[src/rtl/sdio_pkg.sv]
// Shared definitions for the SD CMD-line receiver.
// Holds the receiver state encoding, frame geometry, the CRC7 generator
// polynomial and the fixed transmission-bit value expected from the host.
package sdio_pkg;

    typedef enum logic [1:0] {
        IDLE  = 2'd0,
        SHIFT = 2'd1,
        CHECK = 2'd2,
        DONE  = 2'd3
    } state_t;

    localparam int         FRAME_LEN = 48;
    localparam logic [6:0] CRC7_POLY = 7'h09;
    localparam logic       TX_BIT    = 1'b1;

    // Bit counter is loaded with the number of bits still to come after the
    // start bit; the CRC covers every bit down to counter value 9.
    localparam logic [5:0] BIT_CNT_START = 6'(FRAME_LEN - 1);
    localparam logic [5:0] CRC_LAST_CNT  = 6'd9;

endpackage

[src/rtl/sdio_cmd_rx_if.sv]
// Decoded-frame bus from the SD CMD receiver to its consumer.
//   cmd_dat_o  {2'b00, command index} of the last valid frame
//   arg_o      32-bit argument of the last valid frame
//   finsh_o    active-low one-cycle frame-done strobe, idles high
//   frm_err_o  one-cycle pulse per discarded frame
//   err_cnt_o  saturating count of discarded frames
interface sdio_cmd_rx_if #(
    parameter int ERRCNT_W = 8
);
    logic [7:0]          cmd_dat_o;
    logic [31:0]         arg_o;
    logic                finsh_o;
    logic                frm_err_o;
    logic [ERRCNT_W-1:0] err_cnt_o;

    modport master (
        output cmd_dat_o,
        output arg_o,
        output finsh_o,
        output frm_err_o,
        output err_cnt_o
    );

    modport slave (
        input cmd_dat_o,
        input arg_o,
        input finsh_o,
        input frm_err_o,
        input err_cnt_o
    );
endinterface

[src/rtl/crc7_serial.sv]
// Bit-serial CRC7 (x^7 + x^3 + 1), MSB first, initial value zero.
//   clk, rst  system clock, async active-low reset
//   clr       synchronous clear to zero (takes priority over en)
//   en        advance the CRC by one bit
//   din       serial data bit
//   crc       current remainder
module crc7_serial
    import sdio_pkg::*;
(
    input  logic       clk,
    input  logic       rst,
    input  logic       clr,
    input  logic       en,
    input  logic       din,
    output logic [6:0] crc
);

    logic fb;

    assign fb = din ^ crc[6];

    always_ff @(posedge clk or negedge rst) begin
        if (!rst) begin
            crc <= '0;
        end else if (clr) begin
            crc <= '0;
        end else if (en) begin
            crc <= {crc[5:0], 1'b0} ^ (fb ? CRC7_POLY : 7'h00);
        end
    end

endmodule

[src/rtl/sdio_cmd_rx.sv]
// SD CMD-line frame receiver. Oversamples sd_clk/sd_cmd in the clk domain,
// shifts in 48-bit command frames, validates them and publishes the decoded
// command index and argument.
//   clk, rst       system clock, async active-low reset
//   sd_clk, sd_cmd SD host clock and CMD line, asynchronous, sampled as data
//   bus            decoded-frame outputs (see sdio_cmd_rx_if)
//
// state | meaning
// IDLE  | waiting for a start bit (CMD low on an sd_clk rising edge)
// SHIFT | collecting the 47 bits after the start bit
// CHECK | one cycle: validate transmission bit, end bit and CRC7
// DONE  | one cycle: finsh_o low, outputs just updated
module sdio_cmd_rx
    import sdio_pkg::*;
#(
    parameter int CHECK_CRC = 1,
    parameter int ERRCNT_W  = 8
) (
    input  logic          clk,
    input  logic          rst,
    input  logic          sd_clk,
    input  logic          sd_cmd,
    sdio_cmd_rx_if.master bus
);

    logic [1:0]  sd_clk_sync;
    logic [1:0]  sd_cmd_sync;
    logic        sd_clk_prev;
    logic        sd_edge;
    logic        sd_bit;

    state_t      state;
    logic [5:0]  bit_cnt;
    logic [46:0] shreg;
    logic        crc_clr;
    logic        crc_en;
    logic [6:0]  crc;
    logic        frame_ok;

    always_ff @(posedge clk or negedge rst) begin
        if (!rst) begin
            sd_clk_sync <= '0;
            sd_cmd_sync <= '0;
            sd_clk_prev <= 1'b0;
        end else begin
            sd_clk_sync <= {sd_clk_sync[0], sd_clk};
            sd_cmd_sync <= {sd_cmd_sync[0], sd_cmd};
            sd_clk_prev <= sd_clk_sync[1];
        end
    end

    assign sd_edge = sd_clk_sync[1] & ~sd_clk_prev;
    assign sd_bit  = sd_cmd_sync[1];

    // The start bit is always 0, so clearing the CRC is the same as feeding it.
    assign crc_clr = (state == IDLE) && sd_edge && !sd_bit;
    assign crc_en  = (state == SHIFT) && sd_edge && (bit_cnt >= CRC_LAST_CNT);

    crc7_serial u_crc (
        .clk (clk),
        .rst (rst),
        .clr (crc_clr),
        .en  (crc_en),
        .din (sd_bit),
        .crc (crc)
    );

    // shreg layout after the end bit: [46] transmission bit, [45:40] index,
    // [39:8] argument, [7:1] CRC7, [0] end bit.
    assign frame_ok = (shreg[46] == TX_BIT) && shreg[0] &&
                      ((CHECK_CRC == 0) || (shreg[7:1] == crc));

    always_ff @(posedge clk or negedge rst) begin
        if (!rst) begin
            state         <= IDLE;
            bit_cnt       <= '0;
            shreg         <= '0;
            bus.cmd_dat_o <= '0;
            bus.arg_o     <= '0;
            bus.finsh_o   <= 1'b1;
            bus.frm_err_o <= 1'b0;
            bus.err_cnt_o <= '0;
        end else begin
            bus.frm_err_o <= 1'b0;
            case (state)
                IDLE: begin
                    if (sd_edge && !sd_bit) begin
                        bit_cnt <= BIT_CNT_START;
                        state   <= SHIFT;
                    end
                end
                SHIFT: begin
                    if (sd_edge) begin
                        shreg   <= {shreg[45:0], sd_bit};
                        bit_cnt <= bit_cnt - 6'd1;
                        if (bit_cnt == 6'd1) begin
                            state <= CHECK;
                        end
                    end
                end
                CHECK: begin
                    if (frame_ok) begin
                        bus.cmd_dat_o <= {2'b00, shreg[45:40]};
                        bus.arg_o     <= shreg[39:8];
                        bus.finsh_o   <= 1'b0;
                        state         <= DONE;
                    end else begin
                        bus.frm_err_o <= 1'b1;
                        if (bus.err_cnt_o != '1) begin
                            bus.err_cnt_o <= bus.err_cnt_o + ERRCNT_W'(1);
                        end
                        state <= IDLE;
                    end
                end
                DONE: begin
                    bus.finsh_o <= 1'b1;
                    state       <= IDLE;
                end
                default: state <= IDLE;
            endcase
        end
    end

endmodule

[src/flat_wrapper.sv]
// flat-port wrapper written by rule: the top's interface ports become plain ports
module sdio_cmd_rx_flat import sdio_pkg::*;
#(
    parameter int CHECK_CRC = 1,
    parameter int ERRCNT_W  = 8
)
  (clk, rst, sd_clk, sd_cmd, bus_cmd_dat_o, bus_arg_o, bus_finsh_o, bus_frm_err_o, bus_err_cnt_o);
  sdio_cmd_rx_if #(.ERRCNT_W(ERRCNT_W)) bus_i ();
  input  logic clk;
  input  logic rst;
  input  logic sd_clk;
  input  logic sd_cmd;
  output wire logic [$bits(bus_i.cmd_dat_o)-1:0] bus_cmd_dat_o;
  output wire logic [$bits(bus_i.arg_o)-1:0] bus_arg_o;
  output wire logic [$bits(bus_i.finsh_o)-1:0] bus_finsh_o;
  output wire logic [$bits(bus_i.frm_err_o)-1:0] bus_frm_err_o;
  output wire logic [$bits(bus_i.err_cnt_o)-1:0] bus_err_cnt_o;
  assign bus_cmd_dat_o = bus_i.cmd_dat_o;
  assign bus_arg_o = bus_i.arg_o;
  assign bus_finsh_o = bus_i.finsh_o;
  assign bus_frm_err_o = bus_i.frm_err_o;
  assign bus_err_cnt_o = bus_i.err_cnt_o;
  sdio_cmd_rx #(.CHECK_CRC(CHECK_CRC), .ERRCNT_W(ERRCNT_W)) u_core (.clk(clk), .rst(rst), .sd_clk(sd_clk), .sd_cmd(sd_cmd), .bus(bus_i));
endmodule
[config.mk]
export PLATFORM = sky130hd
export DESIGN_NAME = sdio_cmd_rx_flat
export DESIGN_NICKNAME = d
export VERILOG_FILES = /design/src/rtl/sdio_pkg.sv /design/src/rtl/sdio_cmd_rx_if.sv /design/src/rtl/crc7_serial.sv /design/src/rtl/sdio_cmd_rx.sv /design/src/flat_wrapper.sv
export SDC_FILE = /design/constraint.sdc
export NUM_CORES = 1
export LEC_CHECK = 0
export CAP_MARGIN = 20
export CORE_MARGIN = 4
export CORE_UTILIZATION = 41
export DETAILED_ROUTE_END_ITERATION = 7
export HOLD_SLACK_MARGIN = 0.12
export PLACE_DENSITY = 0.69
export SLEW_MARGIN = 0
export SYNTH_ARGS = -nofsm -noshare
export SYNTH_HDL_FRONTEND = slang
export SYNTH_SLANG_ARGS = --single-unit
export TNS_END_PERCENT = 100
[constraint.sdc]
create_clock -name clk -period 2.6 [get_ports clk]
set_input_delay 0.52 -clock clk [delete_from_list [all_inputs] [get_ports clk]]
set_output_delay 0.52 -clock clk [all_outputs]
set_load 0.05 [all_outputs]
Word level (Yosys, flattened, before mapping)
Cells that the tools add are included.
Storage, ports and cells
  bits of input ports: 4
  flip-flop bits (word level): 115
  word-level logic and storage cells: 63
  output and inout bits: 50
Cells by class
  add/sub/neg operators: 2
  magnitude comparators: 1
  reductions and logical operators: 18
  equality and inequality tests: 10
  bitwise operators: 5
  muxes and demuxes: 15
Operators with widths (number)
  2-to-1 mux 7 bit: 2
  2-to-1 mux 6 bit: 2
  one-hot mux 6 bit (2 select lines): 1
  AND reduction 3 bit: 3
  adder 8 x 1 -> 8 bit, second input constant: 1
  2-to-1 mux 2 bit: 4
  != test 8 bit, second input constant: 1
  one-hot mux 2 bit (4 select lines): 1
  equality test 7 bit: 1
  logical AND 1 bit: 7
  bitwise XOR 7 x 4 -> 7 bit: 1
  equality test 6 x 1 -> 1 bit, second input constant: 1
  greater-or-equal comparator 6 x 4 -> 1 bit, second input constant: 1
  AND reduction 2 bit: 3
  nonzero test 2 bit: 3
  subtractor 6 x 1 -> 6 bit, second input constant: 1
  equality test 2 bit, second input constant: 2
  2-to-1 mux 4 bit: 1
  != test 2 x 1 -> 1 bit, second input constant: 2
  != test 2 bit, second input constant: 2
  2-to-1 mux 1 bit: 3
  equality test 2 x 1 -> 1 bit, second input constant: 1
  zero test 2 bit: 1
  NOT 1 bit: 2
  other kinds (4): 4

Logic depth before layout (Yosys ltp)
  depth in word-level cells: 6
  depth in mapped cells: 8

Cells and area by module
A second synthesis with hierarchy kept.
Second synthesis, totals
  cell total of the unflattened synthesis: 320
  area total of the unflattened synthesis: 4785.8 um^2
By module, submodules not included
  sdio_cmd_rx: instances 1, area each 4478.0 um^2, cells an instance 292
  crc7_serial: instances 1, area each 307.8 um^2, cells an instance 28

Worst setup path before layout
OpenSTA, ideal clock, no wires.
  path kind: reg2reg
  start point: register u_core.bus.err_cnt_o[0]
  end point: register u_core.bus.err_cnt_o[1]
  slack: 0.542 ns
  path buffers: 0
  cell stages (with the launch flop): 7
  data required time: 2.475 ns
  data arrival time: 1.933 ns
  clock period less this slack: 2.058 ns
  path through: dfrtp_1 ha_1 and2_1 nand4_1 o21ai_0 nor2_1 mux2_2
Between the ends
  word-level cells in the longest chain between the ends: 2
RTL lines
  from (decl): line sdio_cmd_rx_if.sv:21  | output err_cnt_o
  from (signal assigned): line sdio_cmd_rx.sv:110  | bus.err_cnt_o <= bus.err_cnt_o + ERRCNT_W'(1);
  branches (longest 2 deep; another with adder 8 x 1 -> 8 bit)
Several ways; the timed one is not identified.
A chain may end at the register's enable or synchronous reset.

Worst setup path after layout
  start point: register u_core.bus.finsh_o
  end point: output bus_finsh_o
RTL lines
  from (decl): line sdio_cmd_rx_if.sv:19  | output finsh_o,
  from (signal assigned): line sdio_cmd_rx.sv:80  | bus.finsh_o <= 1'b1;
  from (signal assigned): line sdio_cmd_rx.sv:105  | bus.finsh_o <= 1'b0;
  from (signal assigned): line sdio_cmd_rx.sv:116  | bus.finsh_o <= 1'b1;
  to (decl): line flat_wrapper.sv:15  | output wire logic [$bits(bus_i.finsh_o)-1:0] bus_finsh_o;
No word-level cell between the ends.

==> impl_metrics.tcl <==
set metrics [dict create \
    ioPinCount 54 \
    finalSetupViolations 0 \
    grt_use_total_pct 13.6 \
    ys_types 37 \
    cp.arrival_ns 1.72 \
    place_congestion 0.788 \
    synth-seq-area-share_pct 62.4 \
    fillers 927 \
    fp.dieH_um 114 \
    antenna_found_initial 0 \
    path_buf_inv 1 \
    end_kind "output pin" \
    synth_top_area_share_pct 61.9 \
    syn_area_um2 4610 \
    post-cts-setup-buffers 0 \
    clkPwrFrac_pct 45.8 \
    vias_per_cell 5.01 \
    maxSlewViolCount 0 \
    required_ns 2.08 \
    grt_max_degree 50 \
    firstDrtPassIters 4 \
    fin_setup_tns_ns 0 \
    crit_chain "clkdlybuf4s50_1" \
    synth-seq-cells 115 \
    grt_pass1_vias 2861 \
    clk_latency_ns 0.39 \
    path_clk_slew_ns 0.05 \
    hp-class "in -> async" \
    criticalPathCategory "reg -> out" \
    ctsHoldBuffers 0 \
    avgSynthCellArea_um2 14.3 \
    htree_levels 4 \
    cts_buffer_depth 2 \
    grt_overflow 0 \
    avgRoutedWirePerCell_um 14.8 \
    place_area_um2 5290 \
    synthTopCellsByArea "dfrtp_1 (62%), mux2_2 (14%), mux2_1 (7.3%)" \
    start_util_pct 42.2 \
    grt_first_pass_wirelength_um 14000 \
    p_seq_share_pct 42.1 \
    slew_headroom_pct 57.7 \
    ys_warn_count 0 \
    area_growth_pct 28.2 \
    ir_worst_vdd_mv 0.404 \
    yosysTopAreaCell "dfrtp_1" \
    hold_viol 0 \
    antenna_left 0 \
    post-route-min-period_ns 2.24 \
    skew_ns 0.00905 \
    fin_crit_sh_pct 86.2 \
    path_max_fanout 2 \
    core_area_um2 10900 \
    swShare_pct 24.8 \
    layout.nets 393 \
    rows 38 \
    p_leak_uw 0.00283 \
    rsz0062_at_grt "no" \
    port_buffers 51 \
    drive_above_1_share_pct 25.4 \
    tritoncts "built" \
    drc 0 \
    syn_inst 322 \
    cts_buffers 17 \
    root_buffer "clkbuf_16" \
    clock-sinks 115 \
    vias 2698 \
    cap_violations 0 \
    cp_slowest_cell "clkdlybuf4s50_1" \
    max_freq_ghz 0.446 \
    drt_wl_total_um 7970 \
    critPathLaunchType "flop" \
    powerDensity_nw_per_um2 880 \
    diodes 0 \
    die_area_um2 13000 \
    final_area_um2 5910 \
    cpPeakStageDelay_ns 0.80 \
    hpwlAfterDp_um 5310 \
    intPower_uw 3920 \
    power.switching_uw 1290 \
    status "finished clean" \
    comb_power_share_pct 12.1 \
    tightestPinTransition_ns 0.634 \
    drtIter0Drc 101 \
    cts_resized 0 \
    die_w_um 114 \
    critical-path-top-delay-family "buffers and inverters" \
]
[power groups by stage]
stage	Combinational [µW]	Clock, µW	Sequential (µW)
after floorplan	497	0	2160
after global placement	608	0	2200
after detailed placement	638	0	2220
after CTS	639	2430	2190
after global routing	717	2530	2220
final	631	2380	2190
[metal layers]
metal | vias up | track usage (%) | wire, µm
met3 | 7 | 3.96 | 370
met4 | 0 | 6.25 | 111
met2 | 64 | 21.4 | 3840
li1 | 1255 | - | -
met5 | - | 0 | 0
met1 | 1372 | 17.6 | 3640
[path summary, 6_finish.rpt]
check	startpoint	to	slack (ns)	cells after the start
hold reg to reg	u_core.sd_cmd_sync[0]$_DFF_PN0_	u_core.sd_cmd_sync[1]$_DFF_PN0_	0.35	0
setup / recovery	u_core.bus.finsh_o$_DFFE_PN1P_	bus_finsh_o	0.36	1
min in group clk	u_core.sd_cmd_sync[0]$_DFF_PN0_	u_core.sd_cmd_sync[1]$_DFF_PN0_	0.35	0
setup reg to reg	u_core.state[1]$_DFFE_PN0P_	u_core.u_crc.crc[3]$_DFFE_PN0P_	0.45	4
hold / removal	rst	u_core.sd_clk_sync[1]$_DFF_PN0_	0.14	1
max in group asynchronous	rst	u_core.shreg[33]$_DFFE_PN0P_	1.75	2
[cell families after synthesis]
group,after synthesis,synth area share (%)
compound gates,17,2.39
xor+xnor,15,2.85
fa+ha+maj,3,0.814
buf+inv,17,2.44
flops,115,62.4
mux,88,21.5
other cells,1,0.0813
simple gates,66,7.51
[flip-flops by register name, indices dropped and copies added, names as in the netlist]
signal / flops
u_core.shreg: 47
u_core.bus.arg_o: 32
u_core.bus.err_cnt_o: 8
u_core.u_crc.crc: 7
u_core.bit_cnt: 6
u_core.bus.cmd_dat_o: 6
u_core.sd_clk_sync: 2
u_core.sd_cmd_sync: 2
u_core.state: 2
u_core.bus.finsh_o: 1
u_core.bus.frm_err_o: 1
u_core.sd_clk_prev: 1
[area by class of cell]
type	instances	area [µm²]	area share (%)
clock buffer	22	494	8.36
multi-input combinational	191	1630	27.6
tap	140	175	2.96
clock inverter	9	126	2.14
inverter	4	15.0	0.254
sequential	115	2880	48.7
timing repair buffer	57	591	9.99
[cells in the mapped netlist]
cell,n
nor4_1,4
dfrtp_1,114
conb_1,1
o31ai_1,2
or3b_1,1
and2_1,3
buf_8,2
nor2b_1,1
xnor2_1,8
buf_4,3
mux2_2,58
or4_1,2
nor2_1,7
inv_1,4
nor3_1,4
nand2b_1,7
nand2_1,24
ha_1,3
o32ai_1,1
a22oi_1,1
buf_2,6
clkbuf_1,1
o21ai_0,7
o311ai_0,1
or3_1,2
buf_6,1
nor4_4,1
nor3b_1,2
mux2_1,30
o21ai_1,2
dfstp_2,1
xor2_1,7
a22o_1,1
a21o_1,1
nand3_1,5
a31o_2,1
nand4_1,3
[layout by cell type (no fill, tap or decap), types with 2 or more instances in the layout]
cell type | netlist | final
inv_1 | 4 | 4
ha_1 | 3 | 3
or3_1 | 2 | 2
conb_1 | 1 | 2
mux2_1 | 30 | 30
o21ai_1 | 2 | 2
nand2b_1 | 7 | 7
bufinv_16 | 0 | 3
clkbuf_16 | 0 | 17
xor2_1 | 7 | 7
nor2_1 | 7 | 6
buf_4 | 3 | 4
and2_1 | 3 | 2
nand4_1 | 3 | 3
nor3b_1 | 2 | 2
nand2_1 | 24 | 24
xnor2_1 | 8 | 8
dfrtp_1 | 114 | 114
clkdlybuf4s50_1 | 0 | 50
clkbuf_8 | 0 | 5
or4_1 | 2 | 2
mux2_2 | 58 | 58
nor4_1 | 4 | 4
nand3_1 | 5 | 5
clkinv_2 | 0 | 4
o31ai_1 | 2 | 2
buf_12 | 0 | 3
nor3_1 | 4 | 4
o21ai_0 | 7 | 7
[through the flow]
step                hold slack (ns)  total power, µW  utilization (%)  worst slack, ns  std cells
floorplan                     0.224             2660                -            0.542        323
global placement              0.334             2810             48.4            0.580        507
detailed placement            0.340             2850             48.4            0.484        507
CTS                           0.170             5260             54.1            0.331        538
global route                  0.193             5470             54.1            0.316        538
finish                        0.138             5200             54.1            0.358        538
(Power assumes the default switching activity.)
